## src/rtl/microgreen_pkg.sv

```systemverilog
`default_nettype none
// ======================================================================
// microgreen_pkg : shared widths, FSM states and class codes. Rev 1.0
// ======================================================================
package microgreen_pkg;

  localparam int FEATURE_W  = 16;
  localparam int TRAY_IDX_W = 3;
  localparam int TIMER_W    = 8;
  localparam int CNT_W      = 4;

  typedef enum logic [2:0] {
    IDLE   = 3'd0,
    ARB    = 3'd1,
    LAUNCH = 3'd2,
    WAIT   = 3'd3,
    COMMIT = 3'd4
  } state_t;

  localparam logic CLASS_GROWING = 1'b0;
  localparam logic CLASS_HARVEST = 1'b1;

endpackage
`default_nettype wire

```

## src/rtl/microgreen_rr_arbiter.sv

```systemverilog
`default_nettype none
// ======================================================================
// microgreen_rr_arbiter : combinational round-robin next-grant. Rev 1.0
// ======================================================================
module microgreen_rr_arbiter
  import microgreen_pkg::*;
#(
  parameter int NUM_TRAYS = 4
) (
  input  logic [NUM_TRAYS-1:0]  req,
  input  logic [TRAY_IDX_W-1:0] last,
  output logic                  gnt_valid,
  output logic [TRAY_IDX_W-1:0] gnt_idx
);

  localparam int SLOTS = 1 << TRAY_IDX_W;
  localparam logic [TRAY_IDX_W:0] N_EXT = (TRAY_IDX_W + 1)'(NUM_TRAYS);

  logic [SLOTS-1:0]      req_ext;
  logic [TRAY_IDX_W:0]   sum;
  logic [TRAY_IDX_W-1:0] cand;

  always_comb begin
    req_ext                = '0;
    req_ext[NUM_TRAYS-1:0] = req;
  end

  // Search last+1, last+2, ... wrapping at NUM_TRAYS; first hit wins.
  always_comb begin
    gnt_valid = 1'b0;
    gnt_idx   = '0;
    sum       = '0;
    cand      = '0;
    for (int off = 1; off <= NUM_TRAYS; off++) begin
      sum = {1'b0, last} + (TRAY_IDX_W + 1)'(off);
      if (sum >= N_EXT) begin
        sum = sum - N_EXT;
      end
      cand = sum[TRAY_IDX_W-1:0];
      if (!gnt_valid && req_ext[cand]) begin
        gnt_valid = 1'b1;
        gnt_idx   = cand;
      end
    end
  end

endmodule
`default_nettype wire

```

## src/rtl/microgreen_tray_scheduler.sv

```systemverilog
`default_nettype none
// ======================================================================
// microgreen_tray_scheduler : shares one maturity classifier between trays,
// with timeout, sticky errors and per-tray harvest confirmation. Rev 1.0
// ======================================================================
module microgreen_tray_scheduler
  import microgreen_pkg::*;
#(
  parameter int NUM_TRAYS      = 4,
  parameter int CONFIRM_COUNT  = 3,
  parameter int TIMEOUT_CYCLES = 15
) (
  input  logic                           clk,
  input  logic                           rst_n,
  input  logic                           ena,
  input  logic [NUM_TRAYS-1:0]           req,
  input  logic [NUM_TRAYS*FEATURE_W-1:0] req_features,
  output logic [NUM_TRAYS-1:0]           ack,
  output logic                           ack_err,
  output logic                           core_start,
  output logic [FEATURE_W-1:0]           core_features,
  input  logic                           core_done,
  input  logic                           core_class,
  output logic                           result_valid,
  output logic [TRAY_IDX_W-1:0]          result_tray,
  output logic                           result_class,
  output logic [NUM_TRAYS-1:0]           harvest,
  output logic [NUM_TRAYS-1:0]           err,
  input  logic [NUM_TRAYS-1:0]           clear_err,
  output logic                           busy
);

  localparam logic [TIMER_W-1:0]    TIMER_LAST  = TIMER_W'(TIMEOUT_CYCLES - 1);
  localparam logic [CNT_W-1:0]      CONFIRM_MAX = CNT_W'(CONFIRM_COUNT);
  localparam logic [TRAY_IDX_W-1:0] LAST_INIT   = TRAY_IDX_W'(NUM_TRAYS - 1);

  state_t                state;
  state_t                state_next;
  logic [TRAY_IDX_W-1:0] last;
  logic [TRAY_IDX_W-1:0] gnt_idx;
  logic [TRAY_IDX_W-1:0] arb_idx;
  logic                  arb_valid;
  logic [TIMER_W-1:0]    timer;
  logic [FEATURE_W-1:0]  arb_features;
  logic                  grant_fire;
  logic                  commit_ok;
  logic                  commit_timeout;
  logic [CNT_W-1:0]      cnt_arr [NUM_TRAYS];
  logic [CNT_W-1:0]      cnt_cur;
  logic [CNT_W-1:0]      cnt_next;

  microgreen_rr_arbiter #(
    .NUM_TRAYS (NUM_TRAYS)
  ) u_arbiter (
    .req       (req),
    .last      (last),
    .gnt_valid (arb_valid),
    .gnt_idx   (arb_idx)
  );

  always_comb begin
    arb_features = '0;
    cnt_cur      = '0;
    for (int i = 0; i < NUM_TRAYS; i++) begin
      if (arb_idx == TRAY_IDX_W'(i)) begin
        arb_features = req_features[FEATURE_W*i +: FEATURE_W];
      end
      if (gnt_idx == TRAY_IDX_W'(i)) begin
        cnt_cur = cnt_arr[i];
      end
    end
  end

  always_comb begin
    if (core_class == CLASS_HARVEST) begin
      cnt_next = (cnt_cur >= CONFIRM_MAX) ? CONFIRM_MAX : cnt_cur + 1'b1;
    end else begin
      cnt_next = '0;
    end
  end

  // Commit actions fire on the WAIT->COMMIT edge so the registered pulses
  // are visible during the COMMIT cycle, one cycle after core_done.
  always_comb begin
    state_next     = state;
    grant_fire     = 1'b0;
    commit_ok      = 1'b0;
    commit_timeout = 1'b0;
    case (state)
      IDLE: begin
        if (|req) state_next = ARB;
      end
      ARB: begin
        if (arb_valid) begin
          grant_fire = 1'b1;
          state_next = LAUNCH;
        end else begin
          state_next = IDLE;
        end
      end
      LAUNCH: state_next = WAIT;
      WAIT: begin
        if (core_done) begin
          commit_ok  = 1'b1;
          state_next = COMMIT;
        end else if (timer == TIMER_LAST) begin
          commit_timeout = 1'b1;
          state_next     = COMMIT;
        end
      end
      COMMIT:  state_next = IDLE;
      default: state_next = IDLE;
    endcase
  end

  always_ff @(posedge clk) begin
    if (!rst_n) begin
      state         <= IDLE;
      last          <= LAST_INIT;
      gnt_idx       <= '0;
      timer         <= '0;
      core_features <= '0;
      core_start    <= 1'b0;
      ack_err       <= 1'b0;
      result_valid  <= 1'b0;
      result_tray   <= '0;
      result_class  <= 1'b0;
      busy          <= 1'b0;
    end else if (ena) begin
      state        <= state_next;
      core_start   <= grant_fire;
      ack_err      <= commit_timeout;
      result_valid <= commit_ok;
      busy         <= (state_next != IDLE);
      if (grant_fire) begin
        gnt_idx       <= arb_idx;
        last          <= arb_idx;
        core_features <= arb_features;
      end
      if (state == LAUNCH) begin
        timer <= '0;
      end else if (state == WAIT) begin
        timer <= timer + 1'b1;
      end
      if (commit_ok) begin
        result_tray  <= gnt_idx;
        result_class <= core_class;
      end
    end else begin
      core_start   <= 1'b0;
      ack_err      <= 1'b0;
      result_valid <= 1'b0;
    end
  end

  for (genvar i = 0; i < NUM_TRAYS; i++) begin : g_tray
    localparam logic [TRAY_IDX_W-1:0] IDX = TRAY_IDX_W'(i);

    logic             sel;
    logic [CNT_W-1:0] cnt_q;
    logic             harvest_q;
    logic             err_q;
    logic             ack_q;

    assign sel = (gnt_idx == IDX);

    always_ff @(posedge clk) begin
      if (!rst_n) begin
        cnt_q     <= '0;
        harvest_q <= 1'b0;
        err_q     <= 1'b0;
        ack_q     <= 1'b0;
      end else if (ena) begin
        ack_q <= sel && (commit_ok || commit_timeout);
        if (sel && commit_ok) begin
          cnt_q     <= cnt_next;
          harvest_q <= (cnt_next == CONFIRM_MAX);
        end
        // A timeout set in the same cycle beats a clear request.
        if (sel && commit_timeout) begin
          err_q <= 1'b1;
        end else if (clear_err[i]) begin
          err_q <= 1'b0;
        end
      end else begin
        ack_q <= 1'b0;
      end
    end

    assign cnt_arr[i] = cnt_q;
    assign harvest[i] = harvest_q;
    assign err[i]     = err_q;
    assign ack[i]     = ack_q;
  end

endmodule
`default_nettype wire
```

## config.mk

```make
export PLATFORM = sky130hd
export DESIGN_NAME = microgreen_tray_scheduler
export DESIGN_NICKNAME = d
export VERILOG_FILES = /design/src/rtl/microgreen_pkg.sv /design/src/rtl/microgreen_rr_arbiter.sv /design/src/rtl/microgreen_tray_scheduler.sv
export SDC_FILE = /design/constraint.sdc
export NUM_CORES = 1
export LEC_CHECK = 0
export ABC_AREA = 1
export CORE_UTILIZATION = 47
export CTS_CLUSTER_SIZE = 14
export DETAILED_ROUTE_END_ITERATION = 16
export PLACE_DENSITY = 0.93
export SKIP_LAST_GASP = 1
export SLEW_MARGIN = 20
export SYNTH_ARGS = -nofsm -noshare
export SYNTH_HDL_FRONTEND = slang
export SYNTH_HIERARCHICAL = 1
export SYNTH_SLANG_ARGS = --single-unit
```

## constraint.sdc

```tcl
create_clock -name clk -period 3.2 [get_ports clk]
set_input_delay 0.64 -clock clk [delete_from_list [all_inputs] [get_ports clk]]
set_output_delay 0.64 -clock clk [all_outputs]
set_load 0.01 [all_outputs]
```

Yosys cells after proc, flatten, opt, wreduce, memory -nomap -nowiden --
Cells that the tools add are included. W data, S select, Z words.
Word-level totals: register bits 69, bits in latches 0, bits in writable memories 0, memory bits (read-only) 0, output and inout port bits 36, memories kept 0
Cells by class: add/subtract/negate cells 10, multiply operators 0, div/mod/pow operators 0, $lt $le $gt $ge 9, equal/unequal tests 11, shift operators 0, muxes and demuxes 52, bitwise gates (word level) 0, reduce and logical (&&, ||, !) cells 41
Operators by type and width (number):
- $mux W16 | 4
- $mux W3 | 11
- $mux W4 | 6
- $reduce_and A2 Y1 | 12
- $mux W1 | 23
- $eq A3 B2 Y1 const B | 6
- $ge A4 B3 Y1 const B | 4
- $lt A3 B4 Y1 const B | 4
- $mux W8 | 2
- $logic_and A1 B1 Y1 | 15
- $bmux W1 S3 | 4
- $pmux W3 S4 | 1
- $sub A3 B3 Y3 const B | 4
- $reduce_bool A2 Y1 | 5
- $eq A3 B1 Y1 const B | 3
- $logic_not A3 Y1 | 3
- $add A3 B2 Y4 const B | 2
- $add A8 B1 Y8 const B | 1
- $eq A8 B4 Y1 const B | 1
- $add A3 B1 Y4 const B | 1
- $add A3 B3 Y4 const B | 1
- $add A4 B1 Y4 const B | 1
- $eq A4 B2 Y1 const B | 1
- $ge A4 B2 Y1 const B | 1
- other kinds (5) | 7

Longest topological paths before layout --
word-level depth 20, gate-level depth with buffers 17, depth with buffers taken out 15

By module --
The synthesis kept the hierarchy.
By module, submodules not included:
- microgreen_tray_scheduler | instances 1, cells each 423, area each 3230.6 sq um, sequential area each 1361.3 sq um
- microgreen_rr_arbiter | instances 1, cells each 57, area each 295.3 sq um, sequential area each 0.0 sq um

Least setup slack after synthesis --
OpenSTA, ideal clock, no wires.
path kind reg2reg, start point reg last[0], end point reg core_features[5], setup time 0.070 ns, arrival time 2.423 ns, setup slack 0.706 ns, cell stages (with the launch flop) 16, buffers on the path 1, clock period less this slack 2.494 ns, cell sequence dfxtp_1 > inv_2 > ha_1 > inv_1 > nand3_1 > inv_2 > nor2_4 > a21oi_1 > a21oi_1 > nand2_1 > nor2_4 > buf_6 > nand2_1 > nand4_1 > o211ai_1 > a21oi_1
On the way: word-level cells in the longest chain between the ends 20, elaborated cells on any way between the ends 49, those cells by class add/sub: 8; order compare: 4; eq/ne: 3; mux: 26; reduce/logical: 8
RTL lines:
- from (decl) | line microgreen_tray_scheduler.sv:39 | logic [TRAY_IDX_W-1:0] last;
- from (signal assigned) | line microgreen_tray_scheduler.sv:137 | last <= arb_idx;
- $add A3 B1 Y4 | line microgreen_rr_arbiter.sv:35 | sum = {1'b0, last} + (TRAY_IDX_W + 1)'(off);
- $ge A4 B3 Y1 / $sub A3 B3 Y3 (equally long branches) | line microgreen_rr_arbiter.sv:36, microgreen_rr_arbiter.sv:37
- $mux W3 | line microgreen_rr_arbiter.sv:36 | if (sum >= N_EXT) begin
- $bmux W1 S3 | line microgreen_rr_arbiter.sv:40 | if (!gnt_valid && req_ext[cand]) begin
- $mux W1 (not written as such) | line microgreen_rr_arbiter.sv:40
- $mux W1 | line microgreen_rr_arbiter.sv:40
- $logic_not A1 Y1 | line microgreen_rr_arbiter.sv:40
- $logic_and A1 B1 Y1 | line microgreen_rr_arbiter.sv:40
- [... 3 more ...]
- $mux W1 | line microgreen_rr_arbiter.sv:40
- $logic_not A1 Y1 | line microgreen_rr_arbiter.sv:40
- $logic_and A1 B1 Y1 | line microgreen_rr_arbiter.sv:40
- $mux W3 (*) | line microgreen_rr_arbiter.sv:40
- net arb_idx[0] | line microgreen_tray_scheduler.sv:41 | logic [TRAY_IDX_W-1:0] arb_idx;
- $logic_not A3 Y1 | line microgreen_tray_scheduler.sv:65 | if (arb_idx == TRAY_IDX_W'(i)) begin
- $mux W16 (3 in series) | line microgreen_tray_scheduler.sv:65
- $mux W16 (*) | line microgreen_tray_scheduler.sv:65
- to (signal assigned) | line microgreen_tray_scheduler.sv:138 | core_features <= arb_features;
- to (decl) | line microgreen_tray_scheduler.sv:21 | output logic [FEATURE_W-1:0] core_features,
Mark *: on every way through the listed nets, which the timed path passes. The rest lies on a longest branch. The select of a mux whose other input is x is not followed. A chain may end at the register's enable or synchronous reset.

Final worst setup path --
Same ends and word-level chain as after synthesis.

==> impl_metrics.json <==
{
  "dieHeight_um": 88.6,
  "cts_buffers": 9,
  "r2r-start": "last[0]",
  "cts_sinks": 68,
  "run_status": "completed",
  "critPathLaunch": "last[0]",
  "vias": 3819,
  "drv_slew": 0,
  "setup_violations": 0,
  "crit_fanout": 16,
  "first_global_vias": 3767,
  "clk_latency_ns": 0.34,
  "yosys.area.top_type": "dfxtp_1",
  "synth_nets": 562,
  "dp_slack_ns": 0.266,
  "antenna_found_initial": 0,
  "wl_per_cell_um": 14.9,
  "cap_violations": 0,
  "power_density_nw_per_um2": 438,
  "cp-endpoint": "core_features[5]",
  "drive_gt1_share_pct": 10.2,
  "ys_warn_count": 6,
  "grt-ovfl-total": 0,
  "fin_crit_sh_pct": 89.0,
  "path_cells": "inv_2 > ha_1 > inv_1 > nand3_1 > inv_2 > nor2_4 > a21oi_1 > a21oi_1 > nand2_1 > nor2_4 > nand2_1 > nand4_1 > o211ai_1 > a21oi_1",
  "via_per_inst": 5.58,
  "p_leak_nw": 1.85,
  "start_util_pct": 48.6,
  "cts.repair.resized": 0,
  "netlist_area_um2": 3530,
  "drc_errors": 0,
  "layout.nets": 663,
  "hp-class": "reg2reg",
  "rrSetupSlack_ns": 0.35,
  "dieArea_um2": 7850,
  "postCtsSetupBuffers": 0,
  "tns_ns": 0,
  "grt_usage_pct": 28.1,
  "cp_top_family": "simple AND/OR/NAND/NOR gates",
  "cts-htree-levels": 3,
  "slowest_stage": "dfxtp_1",
  "core.rowCount": 31,
  "clockBufferDepth": 2,
  "routed_wl_um": 10200,
  "fillers": 595,
  "gp_congestion": 0.935,
  "drt_pre_antenna_iters": 7,
  "cpPeakStageDelay_ns": 0.50,
  "cts_hold_buffers": 0,
  "syn-instance-count": 480,
  "worst_ep_arrival_time_ns": 3.12,
  "period_needed_ns": 2.85,
  "die_x_um": 88.6,
  "ys_top_cells_by_area": "dfxtp_1, nand2_1, nand3_1",
  "reg2reg_depth": 14,
  "power_mw": 2.12,
  "synth_cell_types": 36,
  "crit_buf_inv": 3,
  "cts_tree": "built",
  "final-hold-violation-count": 0,
  "synth-edff-count": 0,
  "io_buffers": 112,
  "end_kind": "flop",
  "cp_common_cell": "a21oi_1",
  "critPathKind": "reg2reg",
  "async_flop_share_pct": 0,
  "dp_hpwl_um": 7690,
  "finalClockSkew_ns": 0.00699,
  "n_antenna_cell": 0,
  "yosysTopAreaCellShare_pct": 38.6,
  "setup_ws_ns": 0.351,
  "drt_iter0_markers": 232,
  "grt_max_degree": 31,
  "start_kind": "flop",
  "ys.flop_type": "dfxtp_1",
  "synthToLayoutAreaGrowth_pct": 37.3,
  "postSynthAreaPerCell_um2": 7.35,
  "core_um2": 7250,
  "multi_input_area_um2": 1820,
  "cp.required_ns": 3.47,
  "ant_nets": 0,
  "io_pins": 113,
  "clockRootBuffer": "clkbuf_8",
  "grt_setup_unrepaired": "no",
  "grt_pass1_wl_um": 16800,
  "vdd_drop_max_mv": 0.347,
  "ff_latch_area_um2": 1360,
  "reg2reg_to": "core_features[5]",
  "cp.depth": 14,
  "seq_area_frac_synth_pct": 38.6,
  "cts.clk_slew.worst_paths_ns": 0.08,
  "ys_ff_latch": 68,
  "max_freq_mhz": 351
}
per-layer routing:
metal | vias to the layer above | wire length, um | share of wire (%) | GRT usage [%]
met2 | 224 | 5150 | 50 | 50.8
li1 | 1822 | - | - | -
met4 | 0 | 386 | 3.8 | 12.9
met3 | 38 | 879 | 8.6 | 9.42
met5 | - | 0 | 0 | 0
met1 | 1735 | 3810 | 37 | 29.3
tightest hold or removal path, cell delays in order (launching register included):
cell,delay [ns]
dfxtp_1,0.31
nand2_1,0.05
nor2_1,0.03
placed cells by master, fill, tap and decap left out, drive strengths merged, types with 4 or more instances in the layout:
| cell | instances |
|---|---|
| clkdlybuf4s50 | 112 |
| nand2 | 109 |
| dfxtp | 68 |
| nand3 | 54 |
| nor2 | 42 |
| a21oi | 39 |
| inv | 37 |
| o21ai | 26 |
| nand4 | 22 |
| nor3 | 17 |
| o211ai | 16 |
| buf | 10 |
| clkbuf | 10 |
| ha | 5 |
| clkinv | 5 |
| o31ai | 4 |
registers in the layout (all words and copies together), names as in the netlist:
signal	cells
core_features	16
g_tray.cnt_q	16
timer	8
g_tray.ack_q	4
g_tray.err_q	4
g_tray.harvest_q	4
last	3
result_tray	3
state	3
gnt_idx	2
ack_err	1
busy	1
core_start	1
result_class	1
result_valid	1
per-stage QoR:
step / cell area (um^2) / std cells / utilization [%] / hold WS, ns
final: 4840 / 685 / 66.7 / 0.433
after global placement: 4650 / 669 / 64.1 / 0.417
after CTS: 4840 / 685 / 66.7 / 0.432
after global routing: 4840 / 685 / 66.7 / 0.469
after floorplan: 3530 / 480 / - / 0.411
after detailed placement: 4650 / 669 / 64.1 / 0.422
cell usage after synthesis (3+ instances only):
cell,number
nand2_1,101
dfxtp_1,68
nand3_1,48
a21oi_1,39
nor2_1,32
inv_1,30
nand4_1,22
o21ai_0,21
buf_4,16
o211ai_1,16
nor3_1,13
buf_2,8
clkbuf_1,7
inv_2,7
nand2_2,7
ha_1,5
nand3_2,5
nor2_4,5
o21ai_1,5
nor2_2,4
o31ai_1,4
nor3_4,3
cells by family (layout without fill, tap and decap cells):
logic type | Yosys count | after routing | share of synthesized area [%]
buffers and inverters | 70 | 176 | 9.65
DFF | 68 | 68 | 38.6
and+or+nand+nor | 244 | 244 | 34.7
AOI/OAI and AO/OA | 91 | 91 | 14.9
other | 1 | 1 | 0.106
adders and majority gates | 5 | 5 | 1.77
xor gates and xnor gates | 1 | 1 | 0.248
layout make-up:
class / instances / area share, %
Clock buffer: 10 / 2.64
Clock inverter: 6 / 1.34
Inverter: 38 / 2.95
Multi-Input combinational cell: 342 / 37.7
Sequential cell: 68 / 28.1
Tap cell: 99 / 2.56
Timing Repair Buffer: 122 / 24.7
power by group:
group          internal [mW]  leakage, nW  total (mW)  switching, mW
Sequential             0.867        0.550       0.890         0.0229
Clock                  0.360       0.0962       0.694          0.334
Combinational          0.231         1.20       0.536          0.305
Total                   1.46         1.85        2.12          0.662
worst min path at each step:
stage / end / cells past startpoint / slack (ns) / startpoint
after global placement: g_tray[2].cnt_q[2] / 2 / 0.42 / g_tray[2].cnt_q[2]
after floorplan: g_tray[2].cnt_q[3] / 2 / 0.41 / g_tray[2].cnt_q[3]
after CTS: g_tray[2].cnt_q[2] / 2 / 0.43 / g_tray[2].cnt_q[2]
after global routing: g_tray[3].cnt_q[2] / 2 / 0.47 / g_tray[3].cnt_q[2]
final: g_tray[2].cnt_q[2] / 2 / 0.43 / g_tray[2].cnt_q[2]
after detailed placement: g_tray[2].cnt_q[2] / 2 / 0.42 / g_tray[2].cnt_q[2]
Note: power is estimated with default switching activity, not from simulation.
